===== src/rtl/hazard_forward_unit.sv =====
// -----------------------------------------------------------------------------
// hazard_forward_unit
//
// Purpose:
//   Pipeline hazard controller. It keeps a three-entry shift register holding
//   the destination registers of the instructions in EX, MEM and WB. From
//   these entries and the operands of the instruction in ID it produces:
//     - a load-use stall: one bubble into EX, with the PC and IF/ID held;
//     - operand forwarding selects for the ID/EX operand muxes.
//
// Parameters:
//   REG_W   width of a register specifier
//   PC_REG  register index that is never stalled on or forwarded (the PC)
//
// Ports:
//   clk            system clock, all state updates on the rising edge
//   reset          synchronous, active-high reset
//   id_rn/rm       ID source operand A / B register
//   id_rd_src      ID store-data source register
//   id_*_used      the matching source is actually read by the ID instruction
//   id_dest        ID destination register
//   id_rf_enable   ID instruction writes the register file
//   id_load_instr  ID instruction is a load
//   nop_signal     1 = zero the ID control word (bubble into EX)
//   pc_le          PC load enable
//   ifid_le        IF/ID register load enable
//   fwd_a/b/c      select: 00 reg file, 01 EX, 10 MEM, 11 WB
//   stall_count    (only with HAZARD_STATS_EN) saturating count of bubbles
//
// Build option:
//   HAZARD_STATS_EN  adds the 16-bit stall_count output and its counter.
// -----------------------------------------------------------------------------
module hazard_forward_unit #(
  parameter int REG_W  = 4,
  parameter int PC_REG = 15
) (
  input  logic             clk,
  input  logic             reset,
  input  logic [REG_W-1:0] id_rn,
  input  logic [REG_W-1:0] id_rm,
  input  logic [REG_W-1:0] id_rd_src,
  input  logic             id_rn_used,
  input  logic             id_rm_used,
  input  logic             id_rd_used,
  input  logic [REG_W-1:0] id_dest,
  input  logic             id_rf_enable,
  input  logic             id_load_instr,
  output logic             nop_signal,
  output logic             pc_le,
  output logic             ifid_le,
  output logic [1:0]       fwd_a,
  output logic [1:0]       fwd_b,
  output logic [1:0]       fwd_c
`ifdef HAZARD_STATS_EN
  ,
  output logic [15:0]      stall_count
`endif
);

  localparam logic [REG_W-1:0] PC_IDX = REG_W'(PC_REG);

  // Tracker entries. Only the EX entry keeps its load flag: once a load has
  // left EX its data is forwardable, so MEM and WB never consult it.
  logic             ex_vld_q, mem_vld_q, wb_vld_q;
  logic [REG_W-1:0] ex_dest_q, mem_dest_q, wb_dest_q;
  logic             ex_ld_q;

  logic             ex_vld_d, ex_ld_d;
  logic             load_use;

  function automatic logic hit(input logic             vld,
                               input logic [REG_W-1:0] dest,
                               input logic [REG_W-1:0] src,
                               input logic             used);
    return vld & (dest == src) & (src != PC_IDX) & used;
  endfunction

  // Priority EX > MEM > WB. A load sitting in EX cannot supply its data yet,
  // so it is skipped here; the stall logic covers that case.
  function automatic logic [1:0] fwd_sel(input logic [REG_W-1:0] src,
                                         input logic             used);
    logic [1:0] sel;
    sel = 2'b00;
    if (hit(ex_vld_q, ex_dest_q, src, used) && !ex_ld_q) begin
      sel = 2'b01;
    end else if (hit(mem_vld_q, mem_dest_q, src, used)) begin
      sel = 2'b10;
    end else if (hit(wb_vld_q, wb_dest_q, src, used)) begin
      sel = 2'b11;
    end
    return sel;
  endfunction

  always_comb begin
    load_use = ex_ld_q & (hit(ex_vld_q, ex_dest_q, id_rn,     id_rn_used) |
                          hit(ex_vld_q, ex_dest_q, id_rm,     id_rm_used) |
                          hit(ex_vld_q, ex_dest_q, id_rd_src, id_rd_used));

    nop_signal = reset | load_use;
    pc_le      = ~nop_signal;
    ifid_le    = ~nop_signal;

    fwd_a = 2'b00;
    fwd_b = 2'b00;
    fwd_c = 2'b00;
    if (!reset) begin
      fwd_a = fwd_sel(id_rn,     id_rn_used);
      fwd_b = fwd_sel(id_rm,     id_rm_used);
      fwd_c = fwd_sel(id_rd_src, id_rd_used);
    end

    // A bubble enters EX with its write and load flags cleared.
    ex_vld_d = id_rf_enable  & ~nop_signal;
    ex_ld_d  = id_load_instr & ~nop_signal;
  end

  // ---- ID -> EX -> MEM -> WB tracker: control bits (reset) ----
  always_ff @(posedge clk) begin
    if (reset) begin
      ex_vld_q  <= 1'b0;
      mem_vld_q <= 1'b0;
      wb_vld_q  <= 1'b0;
      ex_ld_q   <= 1'b0;
    end else begin
      wb_vld_q  <= mem_vld_q;
      mem_vld_q <= ex_vld_q;
      ex_vld_q  <= ex_vld_d;
      ex_ld_q   <= ex_ld_d;
    end
  end

  // ---- ID -> EX -> MEM -> WB tracker: register specifiers (no reset) ----
  always_ff @(posedge clk) begin
    wb_dest_q  <= mem_dest_q;
    mem_dest_q <= ex_dest_q;
    ex_dest_q  <= id_dest;
  end

`ifdef HAZARD_STATS_EN
  logic [15:0] stall_count_q, stall_count_d;

  always_comb begin
    stall_count_d = stall_count_q;
    if (load_use && stall_count_q != 16'hFFFF) begin
      stall_count_d = stall_count_q + 16'd1;
    end
  end

  always_ff @(posedge clk) begin
    if (reset) begin
      stall_count_q <= 16'd0;
    end else begin
      stall_count_q <= stall_count_d;
    end
  end

  assign stall_count = stall_count_q;
`endif

endmodule


===== config.mk =====
export PLATFORM = sky130hd
export DESIGN_NAME = hazard_forward_unit
export DESIGN_NICKNAME = d
export VERILOG_FILES = /design/src/rtl/hazard_forward_unit.sv
export SDC_FILE = /design/constraint.sdc
export NUM_CORES = 1
export LEC_CHECK = 0
export ABC_CLOCK_PERIOD_IN_PS = 1600
export BUFFER_PORTS_ARGS = -buffer_cell sky130_fd_sc_hd__buf_2
export CAP_MARGIN = 20
export CORE_MARGIN = 2
export CORE_UTILIZATION = 33
export CTS_CLUSTER_DIAMETER = 30
export DETAILED_ROUTE_END_ITERATION = 12
export GPL_ROUTABILITY_DRIVEN = 0
export SLEW_MARGIN = 5
export SYNTH_ARGS = -nofsm -noshare
export SYNTH_HDL_FRONTEND = slang
export SYNTH_SLANG_ARGS = --single-unit

===== constraint.sdc =====
create_clock -name clk -period 1.6 [get_ports clk]
set_input_delay 0.08 -clock clk [delete_from_list [all_inputs] [get_ports clk]]
set_output_delay 0.08 -clock clk [all_outputs]
set_load 0.03 [all_outputs]

After elaboration in Yosys (flattened, before gate mapping)
Cells that the tools add are included.
{"block": "classes", "eq_ne": 12, "mux": 12, "n_bitwise": 34, "reduce_logical": 4}
{"operator": "$eq 4x4->1", "n": 9}
{"operator": "$and 1x1->1", "n": 30}
{"operator": "$mux 2", "n": 12}
{"operator": "$ne 4x4->1 const B", "n": 3}
{"operator": "$logic_and 1x1->1", "n": 3}
{"operator": "$or 1x1->1", "n": 3}
{"operator": "$logic_not 1->1", "n": 1}
{"operator": "$not 1->1", "n": 1}
{"block": "totals", "register_bits": 16, "inputBits": 23, "output_inout_bits": 9, "word_cells": 69}

Longest topological paths before layout
Gate-level depths: netlist of the first run.
{"block": "depth", "word_depth": 10, "ltp_mapped": 6, "depth_no_buf": 5}

Worst setup path after synthesis of the first run
OpenSTA, ideal clock, no wires.
{"block": "synth_path", "path_kind": "reg-to-output", "start": "reg ex_dest_q[3]", "end": "out pc_le", "arrival_time_ns": 2.028, "required_time_ns": 1.520, "slack_ns": -0.508, "stages_incl_launch_ff": 6, "path_buffers": 1, "cell_sequence": "dfxtp_1 > xor2_1 > or4_4 > a41oi_2 > inv_1 > buf_4"}
{"block": "synth_via", "elab_chain_cells": 9, "elab_cells_between_ends": 17, "classes_between": "eq/ne (3); bitwise (14)"}
{"item": "start, declared", "line": "65", "rtl": "logic [REG_W-1:0] ex_dest_q, mem_dest_q, wb_dest_q;"}
{"item": "start signal, assigned", "line": "136", "rtl": "ex_dest_q <= id_dest;"}
{"item": "$eq 4x4->1", "line": "75", "rtl": "return vld & (dest == src) & (src != PC_IDX) & used;"}
{"item": "$and 1x1->1 (3 in series)", "line": "75"}
{"item": "$or 1x1->1", "line": "95", "rtl": "load_use = ex_ld_q & (hit(ex_vld_q, ex_dest_q, id_rn, id_rn_used) |"}
{"item": "$or 1x1->1 *", "line": "96", "rtl": "hit(ex_vld_q, ex_dest_q, id_rm, id_rm_used) |"}
{"item": "$and 1x1->1 *", "line": "95"}
{"item": "$or 1x1->1 *", "line": "99", "rtl": "nop_signal = reset | load_use;"}
{"item": "named net nop_signal", "line": "48", "rtl": "output logic nop_signal,"}
{"item": "$not 1->1 *"}
{"item": "end, declared", "line": "49", "rtl": "output logic pc_le,"}
The timed path passes the listed nets; every way through them passes the cells marked *.

Worst setup path after layout of the first run
{"block": "layout_path", "start": "reg ex_dest_q[1]", "end": "out fwd_a[0]"}
{"block": "layout_via", "elab_chain_cells": 7}
{"item": "$eq 4x4->1", "line": "75"}
{"item": "$and 1x1->1 (3 in series)", "line": "75"}
{"item": "$logic_and 1x1->1", "line": "84", "rtl": "if (hit(ex_vld_q, ex_dest_q, src, used) && !ex_ld_q) begin"}
{"item": "$mux 2", "line": "84"}
{"item": "$mux 2", "line": "106", "rtl": "if (!reset) begin"}
{"item": "end, declared", "line": "51", "rtl": "output logic [1:0] fwd_a,"}
No other way between the ends.

==> impl_metrics.py, run 1 <==
metrics = {
    "setup_path": {
        "cp_max_fo": 3,
        "r2r-start": "ex_dest_q[1]",
        "reg2reg_slack_ps": -100,
        "path_class": "register to primary output",
        "cp.required_ps": 1520,
        "r2r-end": "ex_vld_q",
        "startpoint_type": "register",
        "arrival_ps": 1880,
        "r2r.worst_path.cells": 5,
        "end_kind": "primary output",
    },
    "hold_path": {
        "hold_depth": 2,
        "hold_end": "ex_vld_q",
        "min_from": "id_rf_enable",
        "worstHoldPathType": "input port to register",
    },
    "clock_tree": {
        "clk_pin_slew_worst_paths_ps": 90,
        "tritoncts": "yes",
        "clock-sinks": 16,
        "cts_buffers": 3,
        "clockBufferDepth": 2,
        "h-tree-depth": 1,
        "clk_latency_ps": 300,
        "root_buffer": "clkbuf_4",
    },
    "timing": {
        "fin_crit_ps": 1960,
        "tightestPinTransition_ps": 385,
        "timing_hold_violations_final": 0,
        "period_share_pct": 123,
        "rsz0062_at_grt": "true",
        "fmax_mhz": 510,
        "relSlewSlack_pct": 74.1,
        "setup_slack_ps": -363,
        "skew_ps": 13.0,
        "slew_viol_final": 0,
        "setup_viol": 11,
    },
    "synth": {
        "yosys.area.top_type": "dfxtp_1",
        "ys_ff_latch": 16,
        "synth_top_area_share_pct": 34.3,
        "syn_avg_cell_area_um2": 9.64,
        "syn_inst": 97,
        "ys_seq_area_share_pct": 34.3,
        "ys_types": 22,
        "yosys-top-cells-area": "dfxtp_1 34%, xor2_1 22%, xnor2_1 11%",
        "netlist_area_um2": 935,
        "syn-num-nets": 120,
        "ys_warn_count": 0,
    },
    "floorplanning": {
        "boundaryPins": 32,
        "dieArea_um2": 3270,
        "rows": 19,
        "start_util_pct": 34.2,
        "fp.coreArea_um2": 2730,
        "die_h_um": 57.2,
        "die-width_um": 57.2,
    },
    "final_layout": {
        "drive_gt1_share_pct": 43.9,
        "fin_util_pct": 52.7,
        "final_cell_mix": "24 x xor2_1, 22 x buf_2, 12 x dfxtp_1",
        "stdcell_area_um2": 1440,
        "antenna_cells": 0,
        "layout.cells.non_filler": 179,
        "final_common_cell": "xor2_1",
        "area_growth_pct": 54.1,
        "nets": 172,
    },
    "routing": {
        "first_iter_violations": 9,
        "firstDrtPassIters": 4,
        "post_drt_wl_per_cell_um": 15.3,
        "via_count": 913,
        "antenna_left": 0,
        "drc": 0,
        "via_per_inst": 5.10,
        "routed_wirelength_mm": 2.73,
    },
    "placement": {
        "placed_cell_area_um2": 1230,
        "dpl.hpwl_mm": 2.11,
        "dp_slack_ps": -148,
        "portBuffers": 31,
        "dp.cells": 167,
    },
    "global_route": {
        "grt_max_degree": 10,
        "grt_overflow": 0,
        "grt_pass1_vias": 981,
        "grt_usage_pct": 17.8,
        "antenna_found_initial": 0,
        "grt_pass1_wl_mm": 4.42,
    },
    "pwr": {
        "p_per_area_nw_per_um2": 665,
        "total_leakage_power_nw": 0.615,
        "power.total_uw": 958,
        "vdd_drop_max_uv": 444,
    },
    "flow_run": {
        "cap_viol_max_count": 0,
    },
    "run_status": {
        "status": "complete, but fails checks",
        "violations": "negative setup slack",
    },
}
logic make-up after synthesis:
| kind of cell | count (synthesis) | share of synthesized area (%) |
|---|---|---|
| xor gates and xnor gates | 36 | 33.7 |
| and+or+nand+nor | 35 | 23.4 |
| DFF | 16 | 34.3 |
| AOI/OAI and AO/OA | 7 | 6.96 |
| buffers and inverters | 3 | 1.61 |
repair_timing:
action,in CTS,in global routing
hold buffers,5,0
setup endpoints to repair,10,11
hold endpoints to repair,5,0
pin swaps,3,5
gates resized for setup,27,5
buffers inserted,3,1
power by group:
| group | total (mW) | internal [mW] | switching, mW |
|---|---|---|---|
| combinational | 0.228 | 0.119 | 0.109 |
| sequential | 0.454 | 0.419 | 0.0350 |
| clock | 0.276 | 0.139 | 0.137 |
sequential cells by signal (all words and copies together) (netlist names):
| register | cells |
|---|---|
| ex_dest_q | 4 |
| ex_ld_q | 1 |
| ex_vld_q | 1 |
| mem_dest_q | 4 |
| mem_vld_q | 1 |
| wb_dest_q | 4 |
| wb_vld_q | 1 |
metrics by stage:
step / setup TNS (ps) / hold slack [ps]
2_1_floorplan: -311 / 108
3_3_place_gp: -731 / 182
3_5_place_dp: -891 / 185
4_1_cts: -3420 / 3.47
5_1_grt: -3970 / 14.9
6_report: -3290 / 3.13
cell type report:
class,instances,area [µm²]
fillers,244,1290
multi-input cells,78,663
repair buffers,48,359
flip-flops and latches,16,333
well taps,31,38.8
clock buffers,4,36.3
inverters,2,10.0
how the worst max path moves through the flow:
stage / from / to / slack, ps
final: ex_dest_q[1] / fwd_a[0] / -360
after global routing: ex_dest_q[3] / fwd_a[0] / -430
after CTS: ex_dest_q[1] / nop_signal / -380
after detailed placement: ex_dest_q[0] / fwd_a[0] / -150
after global placement: ex_dest_q[3] / fwd_a[0] / -140
after floorplan: ex_dest_q[1] / pc_le / -190
critical path: stages (launching register included):
cell and delay [ps]:
dfxtp_4 370, xor2_1 160, or4_4 540, or2_4 260, a21oi_4 120, buf_6 140
cell usage after synthesis:
cell type,instances
xor2_1,24
dfxtp_1,16
xnor2_1,12
nand4_1,10
nor4_1,5
nor2b_1,4
nand2b_1,3
o211a_1,3
a21oi_1,2
inv_1,2
nand2_1,2
nand3_1,2
nor3_1,2
or4_4,2
a21oi_2,1
a41oi_2,1
and3_1,1
buf_4,1
nor2_1,1
or2_1,1
or2_2,1
or2_4,1
per-layer routing:
layer  vias to the layer above  global-route usage (%)  wire length, µm
met5                         -                       0                0
met4                         0                    4.65               48
met3                         8                    4.31              120
met2                        29                    32.5             1420
met1                       431                    20.7             1150
li1                        445                       -                -
(Power assumes the default switching activity.)
==> run 2, diff against run 1 <==
PLACE_DENSITY = 0.65   (was default)
SKIP_CTS_REPAIR_TIMING = 1   (was default)
==> run 2 against run 1 <==
  * The flow finishes with violations (negative hold slack, negative setup slack)
  * Utilization shrank 1.1 points
  * Sequential power about the same
  * Global-route usage is 2.0 points lower
  * Register-to-register slack improved by 60 ps
  * Combinational power down 4%
  * Flip-flop and latch count unchanged
  * First-iteration DRC count increased by 100%
  * Critical path depth is the same
  * Non-clock buffer count decreased by 3
  * Setup slack got worse by 36 ps
  * Fmax is 1.8% lower
  * Cell area shrank 2.1%
  * Highest routed layer unchanged
==> impl_metrics.py, run 2 (synthesis results as in run 1) <==
metrics = {
    "global_route": {
        "grt_pass1_vias": 836,
        "grt_overflow": 0,
        "grt_usage_pct": 15.9,
        "grt_pass1_wl_mm": 3.94,
        "grt_max_degree": 10,
        "antenna_found_initial": 0,
    },
    "timing": {
        "fin_crit_ps": 2000,
        "slew_viol_final": 0,
        "hold_ws_ps": -6.94,
        "fmax_mhz": 500,
        "setup_viol": 11,
        "relSlewSlack_pct": 76.4,
        "period_share_pct": 125,
        "skew_ps": 7.87,
        "tightestPinTransition_ps": 351,
        "rsz0062_at_grt": "true",
        "setup_slack_ps": -399,
        "timing_hold_violations_final": 1,
    },
    "floorplanning": {
        "die-width_um": 57.2,
        "rows": 19,
        "die_h_um": 57.2,
        "start_util_pct": 34.2,
        "fp.coreArea_um2": 2730,
        "boundaryPins": 32,
        "dieArea_um2": 3270,
    },
    "setup_path": {
        "cp.required_ps": 1520,
        "startpoint_type": "register",
        "end_kind": "primary output",
        "cp_max_fo": 3,
        "arrival_ps": 1920,
        "path_cells": "xor2_1, or4_4, or2_4, a21oi_4, buf_6",
        "slowest_delay_ps": 550,
        "cp_slowest_cell": "or4_4",
        "path_class": "register to primary output",
    },
    "final_layout": {
        "drive_gt1_share_pct": 43.4,
        "nets": 169,
        "reg_top3": "ex_dest_q (4), mem_dest_q (4), wb_dest_q (4)",
        "final_common_cell": "xor2_1",
        "final_cell_mix": "23 x xor2_1, 22 x buf_2, 13 x dfxtp_1",
        "area_growth_pct": 50.9,
        "stdcell_area_um2": 1410,
        "fin_util_pct": 51.6,
        "antenna_cells": 0,
    },
    "run_status": {
        "violations": "negative hold slack, negative setup slack",
        "status": "complete, but fails checks",
    },
    "clock_tree": {
        "clk_pin_slew_worst_paths_ps": 100,
        "tritoncts": "yes",
        "clock-sinks": 16,
        "clk_latency_ps": 290,
        "h-tree-depth": 1,
        "cts_buffers": 3,
        "clockBufferDepth": 2,
        "root_buffer": "clkbuf_4",
    },
    "flow_run": {
        "cap_viol_max_count": 0,
    },
    "pwr": {
        "vdd_drop_max_uv": 558,
        "total_leakage_power_nw": 0.599,
        "p_per_area_nw_per_um2": 665,
    },
    "routing": {
        "drc": 0,
        "via_count": 880,
        "antenna_left": 0,
        "post_drt_wl_per_cell_um": 15.0,
        "routed_wirelength_mm": 2.65,
        "via_per_inst": 5.00,
        "firstDrtPassIters": 4,
        "first_iter_violations": 18,
    },
    "placement": {
        "dpl.hpwl_mm": 2.08,
        "portBuffers": 31,
        "placed_cell_area_um2": 1230,
    },
    "hold_path": {
        "worstHoldPathType": "input port to register",
    },
}
[run 2: worst paths after layout]
path | from | to | slack, ps | cells past startpoint
setup / recovery | ex_dest_q[3] | fwd_a[0] | -400 | 5
hold / removal | id_rf_enable | ex_vld_q | -7 | 2
setup reg to reg | ex_dest_q[2] | ex_ld_q | -40 | 8
hold reg to reg | ex_dest_q[1] | mem_dest_q[1] | 400 | 0
[run 2: metrics by stage]
stage	cells	power, mW	setup TNS, ps	hold slack (ps)	setup WS (ps)
2_1_floorplan	97	0.562	-311	108	-190
3_3_place_gp	167	0.646	-590	183	-119
3_5_place_dp	167	0.654	-963	184	-162
4_1_cts	171	0.912	-3830	-113	-480
5_1_grt	176	0.983	-3960	7.38	-469
6_report	176	0.937	-3180	-6.94	-399
[run 2: area by class of cell]
| class | instances | area, µm² |
|---|---|---|
| Sequential cell | 16 | 329 |
| Multi-Input combinational cell | 78 | 669 |
| Inverter | 2 | 10.0 |
| Clock buffer | 4 | 36.3 |
| Timing Repair Buffer | 45 | 327 |
| Fill cell | 250 | 1320 |
| Tap cell | 31 | 38.8 |
[run 2: critical path: cells and delay by family, from the launching register on]
family                    cells  cell delay, ps
buffers and inverters         1             150
and+or+nand+nor               2             820
AOI/OAI and AO/OA             1             140
DFF                           1             350
xor gates and xnor gates      1             170
[run 2: where the power goes]
part           total [mW]  internal [mW]  switching [mW]
logic               0.218          0.113           0.105
registers           0.456          0.420          0.0360
clock network       0.264          0.139           0.125
[run 2: metal layers]
layer	GRT usage (%)	up-vias	part of all wire [%]
met5	0	-	0
met4	8.31	0	2.6
met3	1.59	8	4.9
met2	23.3	33	47
met1	22.9	400	45
li1	-	439	-
